### config.mk
export PLATFORM = sky130hd
export DESIGN_NAME = led_chase_sequencer
export DESIGN_NICKNAME = d
export VERILOG_FILES = /design/src/rtl/led_chase_sequencer.sv
export SDC_FILE = /design/constraint.sdc
export NUM_CORES = 1
export LEC_CHECK = 0
export ABC_AREA = 1
export BUFFER_PORTS_ARGS = -buffer_cell sky130_fd_sc_hd__buf_2
export CAP_MARGIN = 20
export CORE_MARGIN = 2
export CORE_UTILIZATION = 50
export DETAILED_ROUTE_END_ITERATION = 10
export GPL_ROUTABILITY_DRIVEN = 0
export PLACE_DENSITY_LB_ADDON = 0.05
export REMOVE_ABC_BUFFERS = 1
export SYNTH_ARGS = -nofsm -noshare
export SYNTH_HDL_FRONTEND = slang
export SYNTH_SLANG_ARGS = --single-unit
### constraint.sdc
create_clock -name Clk -period 1.45 [get_ports Clk]
set_input_delay 0.29 -clock Clk [delete_from_list [all_inputs] [get_ports Clk]]
set_output_delay 0.29 -clock Clk [all_outputs]
set_load 0.02 [all_outputs]
### src/rtl/led_chase_sequencer.sv
// Shift-light run-time controller: emits step enable (SS) and direction (MODE) for
// left sweep / pause / right sweep / pause round trips. All outputs registered.
module led_chase_sequencer #(
  parameter int TICK_DIV    = 4,
  parameter int STEPS       = 8,
  parameter int PAUSE_TICKS = 3
) (
  input  logic       Clk,
  input  logic       RST,
  input  logic       START,
  input  logic       STOP,
  input  logic [1:0] SPEED,
  input  logic [3:0] CYCLES,
  output logic       SS,
  output logic       MODE,
  output logic       BUSY,
  output logic       DONE,
  output logic [3:0] STEP_CNT
);

  localparam int PW = $clog2(TICK_DIV * 8 + 1);
  localparam int CW = (PAUSE_TICKS > 1) ? $clog2(PAUSE_TICKS) : 1;

  typedef enum logic [2:0] {
    S_IDLE,
    S_LEFT,
    S_PAUSE_L,
    S_RIGHT,
    S_PAUSE_R
  } state_t;

  state_t        state_q;
  logic [PW-1:0] presc_q;
  logic [PW-1:0] presc_d;
  logic [PW-1:0] period;
  logic [1:0]    speed_q;
  logic [3:0]    cycles_q;
  logic [3:0]    trip_q;
  logic [3:0]    trip_d;
  logic [CW-1:0] pause_q;
  logic [3:0]    step_q;
  logic          ss_q;
  logic          mode_q;
  logic          busy_q;
  logic          done_q;
  logic          tick;
  logic          pre_tick;

  // SS is high during the tick cycle itself, so it is set one cycle early (pre_tick)
  // while state moves at the edge that closes the tick.
  always_comb begin
    period   = PW'(TICK_DIV) << speed_q;
    tick     = (presc_q == period - PW'(1));
    pre_tick = (presc_q == period - PW'(2));
    presc_d  = tick ? '0 : presc_q + PW'(1);
    trip_d   = trip_q + 4'd1;
  end

  always_ff @(posedge Clk or posedge RST) begin
    if (RST) begin
      state_q  <= S_IDLE;
      presc_q  <= '0;
      speed_q  <= '0;
      cycles_q <= '0;
      trip_q   <= '0;
      pause_q  <= '0;
      step_q   <= '0;
      ss_q     <= 1'b0;
      mode_q   <= 1'b1;
      busy_q   <= 1'b0;
      done_q   <= 1'b0;
    end else begin
      ss_q   <= 1'b0;
      done_q <= 1'b0;
      if (state_q == S_IDLE) begin
        if (START && !STOP) begin
          state_q  <= S_LEFT;
          busy_q   <= 1'b1;
          mode_q   <= 1'b1;
          speed_q  <= SPEED;
          cycles_q <= CYCLES;
          presc_q  <= '0;
          trip_q   <= '0;
          pause_q  <= '0;
          step_q   <= '0;
        end
      end else if (STOP) begin
        state_q <= S_IDLE;
        busy_q  <= 1'b0;
        presc_q <= '0;
        trip_q  <= '0;
        pause_q <= '0;
        step_q  <= '0;
      end else begin
        presc_q <= presc_d;
        case (state_q)
          S_LEFT, S_RIGHT: begin
            if (pre_tick) begin
              ss_q   <= 1'b1;
              step_q <= step_q + 4'd1;
            end
            if (tick && step_q == 4'(STEPS)) begin
              state_q <= (state_q == S_LEFT) ? S_PAUSE_L : S_PAUSE_R;
              step_q  <= '0;
            end
          end
          S_PAUSE_L: begin
            if (tick) begin
              if (pause_q == CW'(PAUSE_TICKS - 1)) begin
                pause_q <= '0;
                state_q <= S_RIGHT;
                mode_q  <= 1'b0;
              end else begin
                pause_q <= pause_q + CW'(1);
              end
            end
          end
          S_PAUSE_R: begin
            if (tick) begin
              if (pause_q == CW'(PAUSE_TICKS - 1)) begin
                pause_q <= '0;
                trip_q  <= trip_d;
                // CYCLES=0 lets the trip counter wrap without ever terminating
                if (cycles_q != 4'd0 && trip_d == cycles_q) begin
                  state_q <= S_IDLE;
                  busy_q  <= 1'b0;
                  done_q  <= 1'b1;
                  presc_q <= '0;
                  trip_q  <= '0;
                end else begin
                  state_q <= S_LEFT;
                  mode_q  <= 1'b1;
                end
              end else begin
                pause_q <= pause_q + CW'(1);
              end
            end
          end
          default: state_q <= S_IDLE;
        endcase
      end
    end
  end

  assign SS       = ss_q;
  assign MODE     = mode_q;
  assign BUSY     = busy_q;
  assign DONE     = done_q;
  assign STEP_CNT = step_q;

endmodule

Word level (Yosys, flattened, before mapping)
Cells that the tools add are included.
- register bits: 29
- word-level logic and storage cells: 124
- reduce and logical (&&, ||, !) cells: 23
- add/subtract/negate cells: 6
- equal/unequal tests: 21
- muxes and demuxes: 62
- shifts and indexed selects: 1
- operators with widths (kind ; number):
    $mux W4 ; 12
    $mux W6 ; 8
    $mux W3 ; 9
    $mux W1 ; 25
    $reduce_bool A3 Y1 ; 7
    $ne A4 B4 Y1 const B ; 5
    $ne A3 B3 Y1 const B ; 5
    $eq A6 B6 Y1 ; 2
    $mux W2 ; 6
    $pmux W3 S3 ; 1
    $add A4 B1 Y4 const B ; 2
    $reduce_and A8 Y1 ; 1
    $reduce_bool A4 Y1 ; 2
    $add A6 B1 Y6 const B ; 1
    $eq A3 B2 Y1 const B ; 2
    $reduce_and A3 Y1 ; 2
    $reduce_and A6 Y1 ; 1
    $shl A3 B2 Y6 const A ; 1
    $sub A6 B1 Y6 const B ; 1
    $sub A6 B2 Y6 const B ; 1
    $reduce_and A5 Y1 ; 1
    $eq A4 B4 Y1 ; 1
    $eq A4 B4 Y1 const B ; 1
    $ne A2 B1 Y1 const B ; 2
    11 further kinds ; 14

Depth between registers and ports, before layout
Gate-level depths: netlist of the first run.
- depth after elaboration: 10
- mapped depth: 12

Worst setup path before layout of the first run
OpenSTA, ideal clock, no wires.
- path kind: reg2reg
- from: register trip_q[0]
- to: register busy_q (netlist: BUSY)
- required time: 1.329 ns
- cell stages (with the launch flop): 10
- library setup time: 0.121 ns
- buffers on the path: 0
- slack: -0.065 ns
- period minus slack after synthesis: 1.515 ns
- data arrival time: 1.394 ns
- cells stage by stage: dfrtp_1 -> ha_1 -> xnor2_1 -> nand2_1 -> nor2_1 -> nand3_1 -> nand2_1 -> nand3_1 -> nand2_1 -> nand2_1
- cells in the longest elaborated chain, start to end: 5
- RTL lines (item ; RTL line ; text):
    start, declared ; 38 ; logic [3:0] trip_q;
    start signal, assigned ; 122 ; trip_q <= trip_d;
    $add A4 B1 Y4 ; 56 ; trip_d = trip_q + 4'd1;
    $eq A4 B4 Y1 ; 124 ; if (cycles_q != 4'd0 && trip_d == cycles_q) begin
    $logic_and A1 B1 Y1 ; 124 ;
    $reduce_bool A3 Y1 (no line) ; -- ;
    $reduce_and A5 Y1 (no line) ; -- ;
    end signal, assigned ; 78 ; busy_q <= 1'b1;
    end signal, assigned ; 89 ; busy_q <= 1'b0;
    end signal, assigned ; 126 ; busy_q <= 1'b0;
    end, declared ; 44 ; logic busy_q;
No other way between the ends.
A chain may end at the register's enable or synchronous reset.

Worst setup path after layout of the first run
- from: register speed_q[1]
- to: register trip_q[1]
- cells in the longest elaborated chain, start to end: 5
- RTL lines (item ; RTL line ; text):
    start, declared ; 36 ; logic [1:0] speed_q;
    start signal, assigned ; 63 ; speed_q <= '0;
    start signal, assigned ; 80 ; speed_q <= SPEED;
    $shl A3 B2 Y6 ; 52 ; period = PW'(TICK_DIV) << speed_q;
    $sub A6 B1 Y6 ; 53 ; tick = (presc_q == period - PW'(1));
    $eq A6 B6 Y1 ; 53 ;
    $reduce_bool A3 Y1 (no line) ; -- ;
    $reduce_and A4 Y1 (no line) ; -- ;
No other way between the ends.

==> flow_summary.toml, run 1 <==
[cts]
clkTransAtPathRegs_ns = 0.09
htree_levels = 2
clockBufferDepth = 2
clockRootBuffer = "clkbuf_4"
worstSkewPairLatency_ns = 0.33
hold_buffers = 0
cts.sinks = 29
cts_buffers = 5
cts_tree = "done"

[placement]
portBuffers = 17
placed_area_um2 = 2090
post-place-ws_ns = -0.131
hpwl_mm = 2.65

[worst_setup_path]
crit_required_ns = 1.68
cp_max_fo = 8
crit_slowest_cell = "dfrtp_2"
path_class = "reg -> reg"
cp-start-kind = "flip-flop"
worstPathBufferInverterCount = 1
endpoint_kind = "flip-flop"
crit_chain = "inv_2 > nand2_2 > nand2_2 > nand3_4 > nor2_4 > nor2_4 > nor2_8 > nand2_4 > nand2_1 > o21ai_2"
slowest_delay_ns = 0.48
cp.arrival_ns = 1.74
crit_family = "simple AND/OR/NAND/NOR gates"

[power_and_ir_drop]
leakage_nw = 1.13
power_density_nw_per_um2 = 1760
ir_drop_mv = 0.812

[floorplanning]
die_h_um = 63.7
rows = 21
pin_count = 18
die_w_um = 63.7
start_util_pct = 52.6
core_area_um2 = 3390
die-area_um2 = 4060

[global_route]
globalRoute.totalOverflow = 0
grt_util_all_layers_pct = 19.9
antenna_found_initial = 0
grt_max_degree = 30
grt_pass1_wl_mm = 6.28
grt_pass1_vias = 1436

[yosys]
synthArstFlopShare_pct = 100
yosysTopAreaCell = "dfrtp_1"
synth_seq_area_share_pct = 40.8
synth_top_area_share_pct = 39.3
synth_area_um2 = 1780
ys_types = 31
ys_ff_latch = 29
yosysWarnings = 0
ys_top_cells_by_area = "dfrtp_1, nand2_1, nand3_1, inv_1, nor2_1"
netlist_instances = 226
synth_flop_cell = "dfrtp_1"
avgSynthCellArea_um2 = 7.89
synth_edf_count = 0

[finish]
fin_area_um2 = 2310
utilization_pct = 68.0
final_cell_mix = "nand2_1, dfrtp_1, buf_4"
syn2layout_area_growth_pct = 29.3
multiInputGateArea_um2 = 1040
layout_commonest_cell = "nand2_1"
n_fill_cell = 288
ff_latch_area_um2 = 729
diodes = 0
nets = 291
drive_above_1_share_pct = 38.6

[sta]
grt_setup_unrepaired = "true"
min_period_over_period_pct = 104
layout_setup_ws_ns = -0.0647
finalCriticalPeriod_ns = 1.51
setup_viol = 14
max_slew_margin_pct = 75.5
timing_hold_violations_final = 0
drv_slew = 0
max_freq_mhz = 660
tightest_slew_ns = 0.367
skew_ns = 0.00696
fin_setup_tns_ns = -0.667

[route]
wl_met1_mm = 1.69
drt-vias-per-instance = 4.81
totalWireLength_mm = 3.57
drc_errors = 0
first_pass_iters = 4
wire_per_inst_um = 11.1
antenna_left = 0
vias = 1554
wl_met3_um = 127
drt-initial-drc-count = 65
dr.max_layer_used = "met4"
met2_length_mm = 1.67

[status]
status = "complete, but fails checks"
violations = "negative setup slack"

[worst_hold_path]
hp-class = "in -> async"

[run]
drv_cap = 0
-- cells in the mapped netlist (2+ instances only) --
library cell  count
a21oi_1           5
dfrtp_1          28
ha_1              5
inv_1            22
inv_2             7
mux2_2            2
nand2_1          63
nand2_2           4
nand2_4           2
nand3_1          18
nand3_2           3
nand4_1           4
nor2_1           19
nor2_4            3
nor2_8            2
nor4_1            2
o21ai_0           4
o21ai_1          11
o21ai_2           3
o22ai_1           3
xnor2_1           3
xor2_1            4
-- worst min-delay path: cells and delay by family --
kind | cells | cell delay [ns]
buffers and inverters | 3 | 0.46
-- final timing paths --
kind                             from          end  slack [ns]  depth (start not counted)
setup / recovery           speed_q[1]    trip_q[1]       -0.06                         10
setup reg to reg           speed_q[1]    trip_q[1]       -0.06                         10
min in group Clk            CYCLES[1]  cycles_q[1]        0.19                          2
max in group asynchronous         RST         MODE        1.13                          3
hold / removal                    RST   state_q[2]        0.02                          3
hold reg to reg                  MODE         MODE        0.46                          2
-- routing by layer --
metal	up-vias	global-route usage, %
met2	28	31.2
met3	7	3.93
met5	-	0
li1	830	-
met4	0	8.15
met1	689	27.1
-- report_power, final --
part / leakage, nW / internal, W / switching, W
sequential: 0.374 / 0.00105 / 0.000211
clock: 0.0326 / 0.000239 / 0.000277
combinational: 0.721 / 0.000980 / 0.00129
total: 1.13 / 0.00227 / 0.00178
-- cell families after synthesis --
| kind of cell | after synthesis | share of synthesized area (%) |
|---|---|---|
| AO/OA/AOI/OAI | 27 | 8.84 |
| multiplexers | 2 | 1.26 |
| AND/OR/NAND/NOR | 124 | 35.0 |
| adder cells (fa/ha/maj) | 5 | 3.51 |
| XOR/XNOR | 7 | 3.44 |
| flip-flops | 29 | 40.8 |
| buffers and inverters | 32 | 7.16 |
-- through the flow --
step           total power (W)  cells  hold slack, ns
2_1_floorplan          0.00262    224           0.361
3_3_place_gp           0.00320    310           0.377
3_5_place_dp           0.00323    310           0.380
4_1_cts                0.00381    318          0.0149
5_1_grt                0.00442    323          0.0445
6_report               0.00405    323          0.0151
-- area by class of cell --
cell class	count	share of cell area (%)
Sequential cell	29	31.6
Multi-Input combinational cell	165	45.2
Clock buffer	8	2.55
Timing Repair Buffer	45	13.1
Inverter	30	4.99
Tap cell	46	2.50
-- what timing repair did --
action / 4_1_cts / 5_1_grt
setup endpoints to repair: 14 / 23
gates resized for setup: 6 / 27
endpoints found under the hold margin: 0 / 0
pin swaps: 6 / 13
setup buffers: 0 / 6
-- flip-flops by register name (all words and copies together) (netlist names) --
name and count:
BUSY 1, DONE 1, MODE 1, SS 1, STEP_CNT 4, cycles_q 4, pause_q 2, presc_q 6
speed_q 2, state_q 3, trip_q 4
No activity file was read; power rests on OpenSTA's default activity.
==> run 2, diff against run 1 <==
--- a/config.mk
+++ b/config.mk
@@ -9,7 +9,7 @@
 export BUFFER_PORTS_ARGS = -buffer_cell sky130_fd_sc_hd__buf_2
 export CAP_MARGIN = 20
 export CORE_MARGIN = 2
-export CORE_UTILIZATION = 50
+export CORE_UTILIZATION = 45
 export DETAILED_ROUTE_END_ITERATION = 10
 export GPL_ROUTABILITY_DRIVEN = 0
 export PLACE_DENSITY_LB_ADDON = 0.05
==> flow_summary.toml, run 2 (synthesized netlist as in run 1, its figures left out) <==
[sta]
tightest_slew_ns = 0.367
timing_hold_violations_final = 0
max_slew_margin_pct = 75.5
finalCriticalPeriod_ns = 1.53
grt_setup_unrepaired = "true"
layout_setup_ws_ns = -0.0770
skew_ns = 0.00935
setup_viol = 13
max_freq_mhz = 655
min_period_over_period_pct = 105
drv_slew = 0

[route]
vias = 1576
totalWireLength_mm = 3.67
first_pass_iters = 4
drt-initial-drc-count = 61
drc_errors = 0
wire_per_inst_um = 11.3
antenna_left = 0
drt-vias-per-instance = 4.85

[worst_setup_path]
endpoint_kind = "flip-flop"
path_class = "reg -> reg"
slowest_delay_ns = 0.41
crit_family = "simple AND/OR/NAND/NOR gates"
worstPathBufferInverterCount = 0
crit_slowest_cell = "dfrtp_1"
crit_required_ns = 1.63
cp-start-kind = "flip-flop"
crit_chain = "ha_4 > xnor2_1 > nand2_1 > nor2_2 > nand3_4 > nand2_2 > nand3_2 > nand2_1 > nand2_1"
cp.arrival_ns = 1.70
cpMostUsedCell = "nand2_1"
cp_max_fo = 5

[global_route]
grt_max_degree = 30
grt_util_all_layers_pct = 19.3
antenna_found_initial = 0
grt_pass1_vias = 1527
globalRoute.totalOverflow = 0
grt_pass1_wl_mm = 6.51

[finish]
n_fill_cell = 355
layout_commonest_cell = "nand2_1"
ff_latch_area_um2 = 732
drive_above_1_share_pct = 41.5
fin_cells = 325
largest_register_ffs = 6
final_cell_mix = "nand2_1, dfrtp_1, buf_4"
syn2layout_area_growth_pct = 33.3
nets = 291
utilization_pct = 63.5
regMostFlops = "presc_q"
diodes = 0
multiInputGateArea_um2 = 1070

[cts]
clkTransAtPathRegs_ns = 0.07
cts.sinks = 29
clockRootBuffer = "clkbuf_8"
clockBufferDepth = 2
worstSkewPairLatency_ns = 0.28
hold_buffers = 0
htree_levels = 2
cts_buffers = 5
cts_tree = "done"

[power_and_ir_drop]
seq_power_share_pct = 29.8
p_comb_share_pct = 55.3
p_clk_share_pct = 14.9
leakage_nw = 1.14
switching_share_pct = 43.7
p_int_w = 0.00239
power_density_nw_per_um2 = 1790
ir_drop_mv = 0.941
switching_power_w = 0.00185

[floorplanning]
core_area_um2 = 3740
die_h_um = 66.9
start_util_pct = 47.6
pin_count = 18
die-area_um2 = 4480
die_w_um = 66.9
rows = 22

[placement]
post-place-ws_ns = -0.132
placed_cells = 314
hpwl_mm = 2.71
portBuffers = 17

[run]
drv_cap = 0

[status]
status = "complete, but fails checks"
violations = "negative setup slack"

[worst_hold_path]
hp-class = "in -> async"
-- run 2: cell types whose count changed in the layout (fill, tap and decap cells not counted), moves of 3 or more --
cell	change
buf_4	-3
buf_6	+3
clkbuf_4	-5
clkbuf_8	+4
nand2_1	-5
nand2_2	+5
o21ai_1	+3
o21ai_2	-3
-- run 2: worst register-to-register path, cell delays in order, from the launching register on --
cell and delay (ns):
dfrtp_1 0.41, ha_4 0.28, xnor2_1 0.11, nand2_1 0.09
nor2_2 0.15, nand3_4 0.11, nand2_2 0.10, nand3_2 0.07
nand2_1 0.06, nand2_1 0.04
-- run 2: timing repair --
| item | CTS | global route |
|---|---|---|
| gates resized for setup | 8 | 39 |
| endpoints found under the setup margin | 12 | 23 |
| pin swaps | 7 | 16 |
| buffers inserted | 1 | 2 |
| endpoints found under the hold margin | 0 | 0 |
-- run 2: per-layer routing --
metal  vias up  GRT usage [%]  wire length [um]
met5         -              0                 0
met4         0           5.61                36
met3         4           5.57               113
met2        18           31.5              1710
met1       727           24.6              1810
li1        827              -                 -
-- run 2: power groups by stage --
stage               registers, W  logic (W)  clock network (W)
finish                   0.00126    0.00235           0.000631
global route             0.00130    0.00263           0.000696
CTS                      0.00125    0.00208           0.000656
detailed placement       0.00124    0.00203                  0
global placement         0.00124    0.00202                  0
floorplan                0.00131    0.00131                  0
-- run 2: final cells by class --
type	instances	share of cell area (%)
multi-input combinational	165	45.1
clock inverter	2	0.421
sequential	29	30.8
clock buffer	6	3.05
tap	48	2.53
inverter	30	4.84
timing repair buffer	45	13.2
-- run 2: final timing paths --
kind                       cells past startpoint           to  startpoint  slack, ns
setup / recovery                               9         BUSY   trip_q[0]      -0.08
hold / removal                                 3  cycles_q[1]         RST       0.07
setup reg to reg                               9         BUSY   trip_q[0]      -0.08
hold reg to reg                                2         MODE        MODE       0.46
max in group asynchronous                      3         MODE         RST       1.08
min in group Clk                               2  cycles_q[1]   CYCLES[1]       0.24
-- run 2: stage by stage --
stage	total power, W	instance area (um2)	TNS [ns]	hold slack, ns
2_1_floorplan	0.00262	1770	-0.216	0.361
3_3_place_gp	0.00326	2100	-0.438	0.380
3_5_place_dp	0.00327	2100	-0.669	0.384
4_1_cts	0.00399	2220	-0.501	0.0780
5_1_grt	0.00462	2380	-2.29	0.126
6_report	0.00424	2380	-0.461	0.0660
